===== config.mk =====
export PLATFORM = sky130hd
export DESIGN_NAME = spi_rom_reader
export DESIGN_NICKNAME = d
export VERILOG_FILES = /design/src/rtl/spi_rom_reader.sv
export SDC_FILE = /design/constraint.sdc
export NUM_CORES = 1
export LEC_CHECK = 0
export BUFFER_PORTS_ARGS = -buffer_cell sky130_fd_sc_hd__clkbuf_2
export CAP_MARGIN = 40
export CORE_MARGIN = 5
export CORE_UTILIZATION = 40
export DETAILED_ROUTE_END_ITERATION = 8
export PLACE_DENSITY = 0.66
export SLEW_MARGIN = 20
export SYNTH_ARGS = -nofsm -noshare
export SYNTH_HDL_FRONTEND = slang
export SYNTH_SLANG_ARGS = --single-unit

===== constraint.sdc =====
create_clock -name clk -period 4.3 [get_ports clk]
set_input_delay 0 -clock clk [delete_from_list [all_inputs] [get_ports clk]]
set_output_delay 0 -clock clk [all_outputs]
set_load 0.01 [all_outputs]

===== src/rtl/spi_rom_reader.sv =====
// SPI NOR byte fetcher for the 8-bit core: one-entry last-byte cache,
// sequential streaming with chip select held low between fetches.
module spi_rom_reader #(
    parameter int CLK_DIV        = 2,
    parameter int HOLD_CYCLES    = 64,
    parameter int CS_HIGH_CYCLES = 2
) (
    input  logic        clk,
    input  logic        rst_n,
    input  logic        req,
    input  logic [15:0] addr,
    output logic        busy,
    output logic        done,
    output logic [7:0]  data,
    output logic        spi_sclk,
    output logic        spi_cs_n,
    output logic        spi_mosi,
    input  logic        spi_miso
);

    localparam int DW = $clog2(CLK_DIV + 1);
    localparam int HW = $clog2(HOLD_CYCLES + 1);
    localparam int GW = $clog2(CS_HIGH_CYCLES + 1);

    localparam logic [DW-1:0] DIV_LAST  = DW'(CLK_DIV - 1);
    localparam logic [HW-1:0] HOLD_LAST = HW'(HOLD_CYCLES - 1);
    localparam logic [GW-1:0] GAP_LAST  = GW'(CS_HIGH_CYCLES - 1);

    typedef enum logic [2:0] {
        S_IDLE,
        S_CS_GAP,
        S_CMD,
        S_ADDR,
        S_DATA,
        S_HOLD,
        S_HIT
    } state_e;

    state_e        state_q, state_d;
    logic [DW-1:0] div_cnt_q, div_cnt_d;
    logic [5:0]    bit_cnt_q, bit_cnt_d;
    logic [31:0]   shift_q, shift_d;
    logic [7:0]    rx_q, rx_d;
    logic          sclk_q, sclk_d;
    logic          cs_n_q, cs_n_d;
    logic          mosi_q, mosi_d;
    logic          busy_q, busy_d;
    logic          done_q, done_d;
    logic [7:0]    data_q, data_d;
    logic [15:0]   last_addr_q, last_addr_d;
    logic          valid_q, valid_d;
    logic [15:0]   req_addr_q, req_addr_d;
    logic [HW-1:0] hold_cnt_q, hold_cnt_d;
    logic [GW-1:0] gap_cnt_q, gap_cnt_d;
    logic          gap_rd_q, gap_rd_d;
    logic          hit_hold_q, hit_hold_d;
    logic          pend_q, pend_d;
    logic [15:0]   pend_addr_q, pend_addr_d;

    logic          req_ok;
    logic          idle_req;
    logic [15:0]   idle_addr;
    logic [15:0]   start_addr;
    logic [31:0]   frame;
    logic          seq_ok;
    logic          go_read;

    assign req_ok     = req & ~busy_q;
    assign idle_req   = req_ok | pend_q;
    assign idle_addr  = req_ok ? addr : pend_addr_q;
    assign start_addr = (state_q == S_IDLE) ? idle_addr : req_addr_q;
    assign frame      = {8'h03, 8'h00, start_addr};
    // 16'hFFFF -> 16'h0000 deliberately does not count as sequential
    assign seq_ok     = (last_addr_q != 16'hFFFF)
                      && (addr == last_addr_q + 16'd1);

    always_comb begin
        state_d     = state_q;
        div_cnt_d   = div_cnt_q;
        bit_cnt_d   = bit_cnt_q;
        shift_d     = shift_q;
        rx_d        = rx_q;
        sclk_d      = sclk_q;
        cs_n_d      = cs_n_q;
        mosi_d      = mosi_q;
        busy_d      = 1'b0;
        done_d      = 1'b0;
        data_d      = data_q;
        last_addr_d = last_addr_q;
        valid_d     = valid_q;
        req_addr_d  = req_addr_q;
        hold_cnt_d  = hold_cnt_q;
        gap_cnt_d   = gap_cnt_q;
        gap_rd_d    = gap_rd_q;
        hit_hold_d  = hit_hold_q;
        pend_d      = pend_q;
        pend_addr_d = pend_addr_q;
        go_read     = 1'b0;

        unique case (state_q)
            S_IDLE: begin
                if (idle_req) begin
                    pend_d     = 1'b0;
                    req_addr_d = idle_addr;
                    busy_d     = 1'b1;
                    if (valid_q && idle_addr == last_addr_q) begin
                        state_d    = S_HIT;
                        done_d     = 1'b1;
                        hit_hold_d = 1'b0;
                    end else begin
                        go_read = 1'b1;
                    end
                end
            end
            S_HOLD: begin
                if (req_ok) begin
                    req_addr_d = addr;
                    busy_d     = 1'b1;
                    if (addr == last_addr_q) begin
                        state_d    = S_HIT;
                        done_d     = 1'b1;
                        hit_hold_d = 1'b1;
                    end else if (seq_ok) begin
                        state_d   = S_DATA;
                        bit_cnt_d = 6'd8;
                        div_cnt_d = '0;
                        sclk_d    = 1'b0;
                        mosi_d    = 1'b0;
                    end else begin
                        state_d   = S_CS_GAP;
                        cs_n_d    = 1'b1;
                        gap_cnt_d = GAP_LAST;
                        gap_rd_d  = 1'b1;
                    end
                end else if (hold_cnt_q >= HOLD_LAST) begin
                    state_d   = S_CS_GAP;
                    cs_n_d    = 1'b1;
                    gap_cnt_d = GAP_LAST;
                    gap_rd_d  = 1'b0;
                end else begin
                    hold_cnt_d = hold_cnt_q + HW'(1);
                end
            end
            S_HIT: begin
                state_d = hit_hold_q ? S_HOLD : S_IDLE;
                // the HIT cycle itself is the first idle cycle of the hold
                hold_cnt_d = HW'(1);
            end
            S_CS_GAP: begin
                busy_d = gap_rd_q;
                if (!gap_rd_q && req) begin
                    pend_d      = 1'b1;
                    pend_addr_d = addr;
                end
                if (gap_cnt_q == '0) begin
                    if (gap_rd_q) begin
                        go_read = 1'b1;
                    end else begin
                        state_d = S_IDLE;
                    end
                end else begin
                    gap_cnt_d = gap_cnt_q - GW'(1);
                end
            end
            S_CMD, S_ADDR, S_DATA: begin
                busy_d = 1'b1;
                if (div_cnt_q == DIV_LAST) begin
                    div_cnt_d = '0;
                    sclk_d    = ~sclk_q;
                    if (!sclk_q) begin
                        if (state_q == S_DATA) begin
                            rx_d = {rx_q[6:0], spi_miso};
                        end
                    end else begin
                        bit_cnt_d = bit_cnt_q - 6'd1;
                        mosi_d    = shift_q[31];
                        shift_d   = {shift_q[30:0], 1'b0};
                        if (state_q == S_CMD && bit_cnt_q == 6'd33) begin
                            state_d = S_ADDR;
                        end else if (state_q == S_ADDR
                                     && bit_cnt_q == 6'd9) begin
                            state_d = S_DATA;
                            mosi_d  = 1'b0;
                        end else if (state_q == S_DATA) begin
                            mosi_d = 1'b0;
                            if (bit_cnt_q == 6'd1) begin
                                state_d     = S_HOLD;
                                done_d      = 1'b1;
                                data_d      = rx_q;
                                last_addr_d = req_addr_q;
                                valid_d     = 1'b1;
                                hold_cnt_d  = '0;
                            end
                        end
                    end
                end else begin
                    div_cnt_d = div_cnt_q + DW'(1);
                end
            end
            default: begin
                state_d = S_IDLE;
            end
        endcase

        if (go_read) begin
            state_d   = S_CMD;
            cs_n_d    = 1'b0;
            sclk_d    = 1'b0;
            div_cnt_d = '0;
            bit_cnt_d = 6'd40;
            mosi_d    = frame[31];
            shift_d   = {frame[30:0], 1'b0};
            busy_d    = 1'b1;
        end
    end

    always_ff @(posedge clk or negedge rst_n) begin
        if (!rst_n) begin
            state_q     <= S_IDLE;
            div_cnt_q   <= '0;
            bit_cnt_q   <= '0;
            shift_q     <= '0;
            rx_q        <= '0;
            sclk_q      <= 1'b0;
            cs_n_q      <= 1'b1;
            mosi_q      <= 1'b0;
            busy_q      <= 1'b0;
            done_q      <= 1'b0;
            data_q      <= 8'h00;
            last_addr_q <= '0;
            valid_q     <= 1'b0;
            req_addr_q  <= '0;
            hold_cnt_q  <= '0;
            gap_cnt_q   <= '0;
            gap_rd_q    <= 1'b0;
            hit_hold_q  <= 1'b0;
            pend_q      <= 1'b0;
            pend_addr_q <= '0;
        end else begin
            state_q     <= state_d;
            div_cnt_q   <= div_cnt_d;
            bit_cnt_q   <= bit_cnt_d;
            shift_q     <= shift_d;
            rx_q        <= rx_d;
            sclk_q      <= sclk_d;
            cs_n_q      <= cs_n_d;
            mosi_q      <= mosi_d;
            busy_q      <= busy_d;
            done_q      <= done_d;
            data_q      <= data_d;
            last_addr_q <= last_addr_d;
            valid_q     <= valid_d;
            req_addr_q  <= req_addr_d;
            hold_cnt_q  <= hold_cnt_d;
            gap_cnt_q   <= gap_cnt_d;
            gap_rd_q    <= gap_rd_d;
            hit_hold_q  <= hit_hold_d;
            pend_q      <= pend_d;
            pend_addr_q <= pend_addr_d;
        end
    end

    assign busy     = busy_q;
    assign done     = done_q;
    assign data     = data_q;
    assign spi_sclk = sclk_q;
    assign spi_cs_n = cs_n_q;
    assign spi_mosi = mosi_q;

endmodule


# Yosys cells after proc, flatten, opt, wreduce, memory -nomap -nowiden
# Cells that the tools add are included.
[word_totals] register_bits=125 in_bits=20 out_inout_bits=13 elab_cells=217
[classes] addsub=5 magnitude_cmp=1 n_eq_ne=47 n_mux=103 bitwise_logic=6 reduce_logical=35
[ops] operator="2-to-1 mux 32 bit" count=4
[ops] operator="2-to-1 mux 16 bit" count=4
[ops] operator="2-to-1 mux 7 bit" count=8
[ops] operator="equality test 16 bit" count=3
[ops] operator="2-to-1 mux 3 bit" count=16
[ops] operator="2-to-1 mux 1 bit" count=42
[ops] operator="2-to-1 mux 6 bit" count=6
[ops] operator="inequality test 3 bit, second input constant" count=12
[ops] operator="one-hot mux 16 bit (2 select lines)" count=1
[ops] operator="inequality test 2 bit, second input constant" count=15
[ops] operator="one-hot mux 7 bit (3 select lines)" count=1
[ops] operator="2-to-1 mux 2 bit" count=10
[ops] operator="AND reduction 9 bit" count=2
[ops] operator="adder 16 x 1 -> 16 bit, second input constant" count=1
[ops] operator="inequality test 16 bit, second input constant" count=1
[ops] operator="AND reduction 4 bit" count=4
[ops] operator="nonzero test 2 bit" count=8
[ops] operator="one-hot mux 3 bit (5 select lines)" count=1
[ops] operator="AND reduction 5 bit" count=3
[ops] operator="one-hot mux 6 bit (2 select lines)" count=1
[ops] operator="inequality test 5 bit, second input constant" count=2
[ops] operator="one-hot mux 1 bit (2 select lines)" count=5
[ops] operator="equality test 3 bit, second input constant" count=3
[ops] operator="AND reduction 3 bit" count=3
[ops] operator="other kinds (29)" count=41

# Logic depth before layout (Yosys ltp)
# Gate-level depths: netlist (run 1).
[depth] depth_word=10 mapped_depth=12 mapped_depth_nobuf=9

# Worst setup path after synthesis (run 1)
# OpenSTA, ideal clock, no wires.
[synth_timing] path_kind="flip-flop to flip-flop" from="reg busy_q (netlist: busy)" to="reg shift_q[11]" setup_ps=127 t_arrival_ps=2531 required_ps=4173 path_slack_ps=1643 path_stages_with_launch=11 n_path_buf=2 period_less_slack_ps=2657 path_cell_list="dfrtp_1 > nand2b_1 > buf_6 > a2111o_1 > o211ai_2 > o211ai_1 > or4_4 > a32oi_4 > buf_6 > a311oi_1 > a221o_2"
[synth_via] elab_chain_len=10 elab_cells_between_ends=15 cone_classes="eq/ne (1); mux (6); bitwise (3); reduce/logical (5)"
[synth_lines] item="start: declaration" line="47" text="logic busy_q, busy_d;"
[synth_lines] item="start signal: assignment" line="248" text="busy_q <= busy_d;"
[synth_lines] item="NOT 1 bit (*)" line="68" text="assign req_ok = req & ~busy_q;"
[synth_lines] item="bitwise AND 1 bit (*)" line="68"
[synth_lines] item="2-to-1 mux 16 bit" line="70" text="assign idle_addr = req_ok ? addr : pend_addr_q;"
[synth_lines] item="equality test 16 bit" line="106" text="if (valid_q && idle_addr == last_addr_q) begin"
[synth_lines] item="logical AND 1 bit" line="106"
[synth_lines] item="2-to-1 mux 1 bit" line="106"
[synth_lines] item="2-to-1 mux 1 bit" line="102" text="if (idle_req) begin"
[synth_lines] item="one-hot mux 1 bit (2 select lines)" line="100" text="unique case (state_q)"
[synth_lines] item="nonzero test 2 bit (no source line)"
[synth_lines] item="AND reduction 3 bit (no source line)"
[synth_lines] item="end signal: assignment" line="243" text="shift_q <= shift_d;"
[synth_lines] item="end: declaration" line="42" text="logic [31:0] shift_q, shift_d;"
# Mark *: on every way between the ends. The rest lies on a longest branch, timed or not.
# A chain may end at the register's enable or synchronous reset.

# Worst setup path after layout (run 1)
[layout_timing] from="reg busy_q (netlist: busy)" to="reg shift_q[14]"
# The elaborated chain is that of the path after synthesis.

==> impl_metrics.ini, run 1 <==
[pwr]
p_per_area_nw_per_um2 = 363
p_leak_nw = 3.48
p_clk_share_pct = 50.3
swShare_pct = 26.0
ir_worst_vdd_mv = 0.242
power_frac_comb_pct = 6.0
finalPower_w = 0.00286
p_sw_w = 0.000743
p_seq_share_pct = 43.8
internal-power_w = 0.00212

[clock_network]
cts_buffers = 17
cts_resized = 0
cts.sinks = 124
cts_tree = done
insertion_delay_ns = 0.43
clk_pin_slew_ns = 0.06
htreeDepth = 4
cts_hold_buf = 18
post_cts_buffers = 0
root_buffer = clkbuf_16
clockBufferDepth = 2

[synth]
synth_cells = 719
synth_cell_types = 56
synthFlopType = dfrtp_1
async_reset_ff_share_pct = 100
yosysTopAreaCellShare_pct = 45.3
yosys.area.top_type = dfrtp_1
synth-edff-count = 0
syn_nets = 744
synth_area_per_cell_sq_um = 9.44
synth_most_common_cell = dfrtp_1
ys_seq_area_share_pct = 45.7
synth_warnings = 0
yosys-top-cells-count = dfrtp_1 (123), nand2_1 (96), nor2_1 (77)
synthTopCellsByArea = dfrtp_1 (45%), mux2_2 (7.5%), nand2_1 (5.3%)
synthesis.area_sq_um = 6790
ys_ff_latch = 124

[timing]
hold_viol_final = 0
max_freq_mhz = 294
hold_slack_ns = 0.114
skew_ns = 0.00888
setup_violations = 0
slew_headroom_pct = 43.2
setup_tns_ns = 0
min_period_ns = 3.40
tightestPinTransition_ns = 0.841
drv_slew = 0
finalCritPeriodShare_pct = 79.0
rsz0062_at_grt = false

[worst_setup_path]
r2r_cells = 8
crit_path_end_kind = flip-flop
critPathTopFamily = simple AND/OR/NAND/NOR gates
crit_arrival_ns = 3.76
worstPathCellList = nand2b_1 -> a2111o_1 -> o211ai_2 -> o211ai_1 -> or4_4 -> a32oi_4 -> and2_1 -> a221o_2
cp_max_fo = 19
r2r_start = busy$_DFF_PN0_
reg2reg_to = shift_q[14]$_DFFE_PN0P_
crit_cells = 8
worstSetupStartpointType = flip-flop
critPathKind = flip-flop to flip-flop
crit_buf_inv = 0
worstPathRequired_ns = 4.66
r2r_setup_slack_ns = 0.90
cpPeakStageDelay_ns = 0.59
slowest_stage = and2_1

[floorplanning]
coreArea_sq_um = 16600
dieArea_sq_um = 19700
io_pins = 33
rows = 47
die_h_um = 140
die_x_um = 140
start_util_pct = 40.8

[placement]
gp_congestion = 0.931
hpwl_um = 12200
place.port_buffers = 32

[finish]
antenna_cells = 0
drive_above_1_share_pct = 18.5
syn_to_final_growth_pct = 16.1
nets = 778
utilization_pct = 47.4

[drt]
drt-total-wl_um = 17900
wire_per_inst_um = 18.1
vias = 5661
drc = 0
first_pass_iters = 5
vias_per_cell = 5.74
drtAntennaViolNets = 0
drt_iter0_drc = 600

[global_routing]
grt_pass1_wl_um = 29800
grt_max_degree = 57
grt_pass1_vias = 5467
grt_overflow = 0
grt_usage_pct = 18.8
antenna_found_initial = 0

[flow_run]
maxCapViolations = 0

[status]
outcome = completed

[min_path]
hp-class = primary input to async pin
-- cells by family (layout without fill, tap and decap cells) --
group                      Yosys count  after routing  synth area share, %
AOI/OAI and AO/OA                  161            161                 17.2
xor gates and xnor gates            33             33                 4.26
adders and majority gates            5              5                0.921
buffers and inverters               69            116                 4.83
DFF                                124            124                 45.7
muxes                               51             51                 8.35
and+or+nand+nor                    276            276                 18.7
-- sequential cells by signal, indices dropped and copies added, names as in the netlist --
name and flops:
shift_q 31, last_addr_q 16, pend_addr_q 16, req_addr_q 16, data 8, rx_q 8, hold_cnt_q 7, bit_cnt_q 6
state_q 3, div_cnt_q 2, gap_cnt_q 2, busy 1, done 1, gap_rd_q 1, hit_hold_q 1, pend_q 1
spi_cs_n 1, spi_mosi 1, spi_sclk 1, valid_q 1
-- power by group through the flow --
stage	Sequential, W	Clock [W]	Combinational [W]
after global routing	0.00126	0.00152	0.000194
final	0.00125	0.00144	0.000170
after floorplan	0.00126	0	0.0000916
after global placement	0.00127	0	0.000153
after detailed placement	0.00127	0	0.000156
after CTS	0.00125	0.00147	0.000169
-- final cells by class --
| class | count | area (sq um) |
|---|---|---|
| fillers | 1532 | 8760 |
| multi-input cells | 526 | 3370 |
| flip-flops and latches | 124 | 3100 |
| repair buffers | 65 | 483 |
| clock buffers | 18 | 439 |
| well taps | 220 | 275 |
| clock inverters | 14 | 146 |
| inverters | 19 | 71.3 |
-- through the flow --
| stage | cells | cell area, sq um | worst slack [ns] |
|---|---|---|---|
| floorplan | 719 | 6790 | 1.64 |
| global placement | 934 | 7080 | 1.03 |
| detailed placement | 935 | 7090 | 0.975 |
| CTS | 985 | 7860 | 0.936 |
| global route | 986 | 7890 | 0.742 |
| finish | 986 | 7890 | 0.902 |
-- worst max-delay path by stage --
stage,startpoint,to,slack [ns]
after floorplan,busy$_DFF_PN0_,shift_q[11]$_DFFE_PN0P_,1.64
final,busy$_DFF_PN0_,shift_q[14]$_DFFE_PN0P_,0.90
after detailed placement,busy$_DFF_PN0_,shift_q[15]$_DFFE_PN0P_,0.98
after global placement,busy$_DFF_PN0_,shift_q[7]$_DFFE_PN0P_,1.03
after CTS,busy$_DFF_PN0_,shift_q[4]$_DFFE_PN0P_,0.94
after global routing,busy$_DFF_PN0_,shift_q[4]$_DFFE_PN0P_,0.74
-- routing by layer --
layer | vias to the layer above | routed length, um | share of wire, % | GRT usage [%]
li1 | 2668 | - | - | -
met1 | 2756 | 8270 | 46 | 26.6
met2 | 190 | 8020 | 45 | 28.1
met3 | 47 | 1090 | 6.1 | 4.33
met4 | 0 | 480 | 2.7 | 7.04
met5 | - | 0 | 0 | 0
-- cell usage in the layout (no fill, tap or decap), types with 3 or more instances in the layout --
master and count:
dfrtp_1 123, nand2_1 96, nor2_1 76, mux2_2 45, o21ai_0 31, clkbuf_2 31
nand3_1 29, o22ai_1 21, xnor2_1 21, nor3_1 20, inv_1 19, dlygate4sd3_1 18
clkbuf_16 17, a21oi_1 16, a21boi_0 15, buf_4 14, xor2_1 12, a31oi_1 12
a311oi_1 12, a221o_2 10, nand2b_1 8, nand4_1 8, inv_6 8, o211ai_1 7
a221o_1 7, mux2i_1 6, and2_1 6, nand3b_1 5, o2111ai_1 5, ha_1 5
a211oi_1 4, o21ai_1 3, or3_1 3, nor2b_1 3, nand4b_1 3, nor3b_1 3
o21a_1 3, and3_1 3
-- tightest hold or removal path, delay by kind of cell --
kind | cells | cell delay [ns]
buf+inv | 3 | 0.91
(Power assumes the default switching activity.)
==> run 2, diff against run 1 <==
--- a/config.mk
+++ b/config.mk
@@ -10,7 +10,7 @@
 export CORE_MARGIN = 5
 export CORE_UTILIZATION = 40
 export DETAILED_ROUTE_END_ITERATION = 8
-export PLACE_DENSITY = 0.66
+export PLACE_DENSITY = 0.68
 export SLEW_MARGIN = 20
 export SYNTH_ARGS = -nofsm -noshare
 export SYNTH_HDL_FRONTEND = slang
==> constraint.sdc (replaced) <==
create_clock -name clk -period 2.86 [get_ports clk]
set_input_delay 0 -clock clk [delete_from_list [all_inputs] [get_ports clk]]
set_output_delay 0 -clock clk [all_outputs]
set_load 0.01 [all_outputs]
==> run 2 against run 1 <==
Via count up 2.3%. Sequential power rose by 51%. Clock power is 55% higher. Core utilization increased by 1.6 points. Combinational power rose by 51%. Cell count up 2.8%. Critical path type unchanged. Largest cell class unchanged.
==> impl_metrics.ini, run 2 (same netlist as run 1, synthesis figures left out) <==
[floorplanning]
coreArea_sq_um = 16600
die_x_um = 140
io_pins = 33
dieArea_sq_um = 19700
die_h_um = 140
rows = 47
start_util_pct = 40.8

[clock_network]
cts_buffers = 17
root_buffer = clkbuf_16
cts.sinks = 124
clk_pin_slew_ns = 0.06
htreeDepth = 4
cts_tree = done
clockBufferDepth = 2
insertion_delay_ns = 0.42

[finish]
drive_above_1_share_pct = 22.0
utilization_pct = 49.0
final_cell_mix = dfrtp_1 (121), nand2_1 (96), nor2_1 (76)
layout_commonest_cell = dfrtp_1
largest-register = shift_q
n_fill_cell = 1549
antenna_cells = 0
nets = 807
final_cell_area_sq_um = 8150
largest_reg_flops = 31
syn_to_final_growth_pct = 20.1

[global_routing]
grt_usage_pct = 18.9
grt_max_degree = 91
grt_pass1_vias = 5832
grt_overflow = 0
grt_pass1_wl_um = 30100
antenna_found_initial = 0
use_met2_pct = 29.1
use_met3_pct = 4.12
met1_usage_pct = 26.0
grt_busiest_layer = met2

[drt]
drtAntennaViolNets = 0
first_pass_iters = 5
drt_iter0_drc = 521
wire_per_inst_um = 17.5
drc = 0
vias = 5789
vias_per_cell = 5.71
drt-total-wl_um = 17800

[timing]
tightestPinTransition_ns = 0.628
hold_viol_final = 0
hold_slack_ns = 0.0263
min_period_ns = 2.74
setup_tns_ns = 0
max_freq_mhz = 365
finalCritPeriodShare_pct = 95.9
slew_headroom_pct = 57.7
drv_slew = 0
setup_violations = 0
rsz0062_at_grt = false
skew_ns = 0.0142

[min_path]
whs_endpoint = pend_addr_q[1]$_DFFE_PN0P_
holdPathStages = 3
hp-class = primary input to flip-flop
worst_hold_startpoint = addr[1]

[worst_setup_path]
crit_arrival_ns = 3.05
worstPathCellList = buf_4 -> and2_1 -> nor4bb_1 -> buf_4 -> or4_1 -> o311a_1 -> nand2_1 -> a31oi_1 -> nand3_1 -> a32o_1
crit_top_cell = buf_4
cpPeakStageDelay_ns = 0.47
crit_path_end_kind = flip-flop
reg2reg_to = gap_rd_q$_DFFE_PN0P_
r2r_cells = 10
r2r_setup_slack_ns = 0.12
cp_max_fo = 6
critPathKind = flip-flop to flip-flop
r2r_start = last_addr_q[1]$_DFFE_PN0P_
worstPathRequired_ns = 3.17
worstSetupStartpointType = flip-flop
slowest_stage = dfrtp_1

[pwr]
p_leak_nw = 3.65
p_per_area_nw_per_um2 = 536
ir_worst_vdd_mv = 0.374

[placement]
place.port_buffers = 32
postPlaceCellArea_sq_um = 7350
hpwl_um = 12400
gp_congestion = 0.979

[flow_run]
maxCapViolations = 0

[status]
outcome = completed
## run 2: report_power, final
| part | internal (W) | switching, W | leakage [nW] |
|---|---|---|---|
| clock | 0.00143 | 0.000799 | 0.298 |
| sequential | 0.00182 | 0.0000650 | 1.57 |
| combinational | 0.000115 | 0.000142 | 1.78 |
## run 2: metal layers
layer  up-vias  wire, um
met5         -         0
met4         0       457
met3        41      1030
met2       194      8210
met1      2850      8080
li1       2704         -
## run 2: stage by stage
stage | instances | setup slack (ns) | power [W]
final | 1014 | 0.119 | 0.00437
after global routing | 1014 | 0.0300 | 0.00452
after CTS | 1013 | 0.0488 | 0.00440
after detailed placement | 965 | 0.0212 | 0.00215
after global placement | 965 | 0.104 | 0.00215
after floorplan | 719 | 0.203 | 0.00203
## run 2: layout make-up
cell class                      instances  area, sq um  area share, %
Inverter                               19         71.3          0.875
Clock buffer                           20          467           5.72
Multi-Input combinational cell        526         3380           41.4
Tap cell                              220          275           3.38
Timing Repair Buffer                   94          712           8.73
Clock inverter                         11          143           1.75
Sequential cell                       124         3110           38.1
## run 2: worst max-delay path by stage
stage	startpoint	endpoint	slack (ns)	depth (start not counted)
after floorplan	busy$_DFF_PN0_	shift_q[11]$_DFFE_PN0P_	0.20	10
after global placement	busy$_DFF_PN0_	bit_cnt_q[3]$_DFFE_PN0P_	0.10	9
after detailed placement	busy$_DFF_PN0_	shift_q[20]$_DFFE_PN0P_	0.02	9
after CTS	busy$_DFF_PN0_	shift_q[24]$_DFFE_PN0P_	0.05	9
after global routing	last_addr_q[2]$_DFFE_PN0P_	gap_rd_q$_DFFE_PN0P_	0.03	10
final	last_addr_q[1]$_DFFE_PN0P_	gap_rd_q$_DFFE_PN0P_	0.12	10
## run 2: repair_timing
action	CTS	global route
endpoints found under the hold margin	64	0
hold buffers	17	0
setup endpoints to repair	1	17
setup buffers	0	1
gates resized for setup	1	9
## run 2: worst max-delay path: cells and delay by family, from the launching register on
kind / cells / cell delay, ns
AO/OA/AOI/OAI: 3 / 0.84
buffers and inverters: 2 / 0.39
flip-flops: 1 / 0.47
AND/OR/NAND/NOR: 5 / 0.92
==> run 3, diff against run 2 <==
--- a/config.mk
+++ b/config.mk
@@ -5,6 +5,7 @@
 export SDC_FILE = /design/constraint.sdc
 export NUM_CORES = 1
 export LEC_CHECK = 0
+export ABC_AREA = 1
 export BUFFER_PORTS_ARGS = -buffer_cell sky130_fd_sc_hd__clkbuf_2
 export CAP_MARGIN = 40
 export CORE_MARGIN = 5
==> run 3 against run 2 <==
Count of clock-buffer cells in the layout decreased by 2. Critical endpoint is now spi_mosi$_DFFE_PN0P_. Sequential share of layout area about the same. Hold slack improved by 0.19 ns. Cell count up 20%. Worst setup slack improved by 0.17 ns. Total power shrank 8.5%. Final area is 0.14% lower. First-iteration DRC count increased by 11%. Area after synthesis increased by 2.6%.
==> impl_metrics.ini, run 3 <==
[status]
outcome = completed

[finish]
layout_commonest_cell = nand2_1
multi_input_area_sq_um = 3250
antenna_cells = 0
drive_above_1_share_pct = 12.9
largest_reg_flops = 31
syn_to_final_growth_pct = 16.9
largest-register = shift_q
nets = 1009
n_fill_cell = 1751
seq_area_sq_um = 3100
final_cell_area_sq_um = 8140
final_cell_mix = nand2_1 (290), dfrtp_1 (123), inv_1 (115)

[drt]
wl_met2_um = 8150
drt_iter0_drc = 580
vias_per_cell = 5.13
drtAntennaViolNets = 0
vias = 6264
wl_met1_um = 8290
met3_wirelength_um = 1120
wire_per_inst_um = 14.8
first_pass_iters = 6
drc = 0
top_layer = met5
drt-total-wl_um = 18000

[synth]
syn_nets = 957
yosysTopAreaCellShare_pct = 44.2
synth_cells = 932
synth-edff-count = 0
ys_ff_latch = 124
yosys-top-cells-count = nand2_1 (290), dfrtp_1 (123), inv_1 (115)
yosys.area.top_type = dfrtp_1
synthFlopType = dfrtp_1
async_reset_ff_share_pct = 100
ys_seq_area_share_pct = 44.6
synth_area_per_cell_sq_um = 7.47
synth_warnings = 0
synth_most_common_cell = nand2_1
synth_cell_types = 45
synthesis.area_sq_um = 6970
synthTopCellsByArea = dfrtp_1 (44%), nand2_1 (16%), inv_1 (6.2%)

[worst_setup_path]
worstSetupStartpointType = flip-flop
crit_path_end_kind = flip-flop
cp_max_fo = 9
critPathKind = flip-flop to flip-flop
r2r_setup_slack_ns = 0.29
worstPathRequired_ns = 3.17
crit_arrival_ns = 2.88

[timing]
slew_headroom_pct = 54.5
hold_viol_final = 0
setup_violations = 0
min_period_ns = 2.57
setup_tns_ns = 0
skew_ns = 0.00974
rsz0062_at_grt = false
drv_slew = 0
max_freq_mhz = 389
finalCritPeriodShare_pct = 89.8
hold_slack_ns = 0.213
tightestPinTransition_ns = 0.680
setup_ws_ns = 0.291

[global_routing]
grt_max_degree = 125
grt_pass1_wl_um = 30400
antenna_found_initial = 1
grt_pass1_vias = 6021
grt_usage_pct = 18.8
grt_overflow = 0

[pwr]
ir_worst_vdd_mv = 0.461
p_leak_nw = 3.94
p_per_area_nw_per_um2 = 491

[placement]
postPlaceCellArea_sq_um = 7370
gp_congestion = 0.949
hpwl_um = 12400
place.port_buffers = 32
pre_cts_ws_ns = 0.264

[floorplanning]
rows = 48
start_util_pct = 40.6
die_x_um = 142
dieArea_sq_um = 20200
io_pins = 33
coreArea_sq_um = 17200
die_h_um = 142

[clock_network]
clk_pin_slew_ns = 0.06
root_buffer = clkbuf_16
cts.sinks = 124
cts_buffers = 17
htreeDepth = 4
clockBufferDepth = 2
insertion_delay_ns = 0.42
cts_tree = done

[flow_run]
maxCapViolations = 0

[min_path]
hp-class = primary input to async pin
-- run 3: cell types whose count changed in the layout (fill, tap and decap cells not counted), sizes merged, moves of 20 or more --
cell and change:
xnor2 -20, buf -29, nand3 +33, inv +100, nand2 +209, o21ai +46, a22oi +30, mux2 -39
-- run 3: area by class of cell --
cell class / count / share of cell area (%)
well taps: 225 / 3.46
clock buffers: 18 / 5.39
clock inverters: 13 / 1.74
multi-input cells: 656 / 39.9
repair buffers: 66 / 5.84
inverters: 119 / 5.53
flip-flops and latches: 124 / 38.1
-- run 3: critical path: stages, from the launching register on --
cell and delay [ns]:
dfrtp_1 0.40, ha_1 0.22, nand2_1 0.10, nor2_1 0.36, nand2_1 0.13, o21ai_0 0.29, nor2_1 0.09, nand2_1 0.07
nor2_1 0.06, nand3_1 0.18, nand4_2 0.31, nand3_1 0.19, nand2_1 0.06
-- run 3: routing by layer --
layer	track usage (%)	vias up
li1	-	3116
met1	25.3	2901
met2	29.4	202
met3	4.37	43
met4	7.42	2
met5	0	-
-- run 3: through the flow --
stage          util [%]  total power [W]  instances
6_report           47.4          0.00400       1221
5_1_grt            47.4          0.00414       1221
4_1_cts            47.3          0.00404       1221
3_5_place_dp       42.9          0.00190       1172
3_3_place_gp       42.9          0.00190       1172
2_1_floorplan         -          0.00182        932
-- run 3: cell families after synthesis --
group	share of synthesized area, %
xor+xnor	1.63
fa+ha+maj	0.898
flops	44.6
compound gates	14.5
simple gates	28.5
mux	0.970
buf+inv	9.00
-- run 3: timing repair --
item | in CTS | in global routing
hold buffers | 18 | 0
buffers inserted | 0 | 0
hold endpoints to repair | 154 | 0
setup endpoints to repair | 0 | 9
gates resized for setup | 0 | 1
-- run 3: path summary, 6_finish.rpt --
path,start,endpoint,depth (start not counted)
min in group clk,req,req_addr_q[14]$_DFFE_PN0P_,5
worst max register to register,last_addr_q[0]$_DFFE_PN0P_,spi_mosi$_DFFE_PN0P_,12
worst min-delay path,rst_n,last_addr_q[8]$_DFFE_PN0P_,3
worst max-delay path,last_addr_q[0]$_DFFE_PN0P_,spi_mosi$_DFFE_PN0P_,12
max in group asynchronous,rst_n,shift_q[8]$_DFFE_PN0P_,3
worst min register to register,spi_mosi$_DFFE_PN0P_,spi_mosi$_DFFE_PN0P_,2
-- run 3: where the power goes --
| part | total, W | internal, W | switching, W | leakage, nW |
|---|---|---|---|---|
| combinational | 0.000129 | 0.0000431 | 0.0000858 | 2.00 |
| sequential | 0.00176 | 0.00176 | 0.000000180 | 1.67 |
| clock | 0.00212 | 0.00130 | 0.000812 | 0.279 |
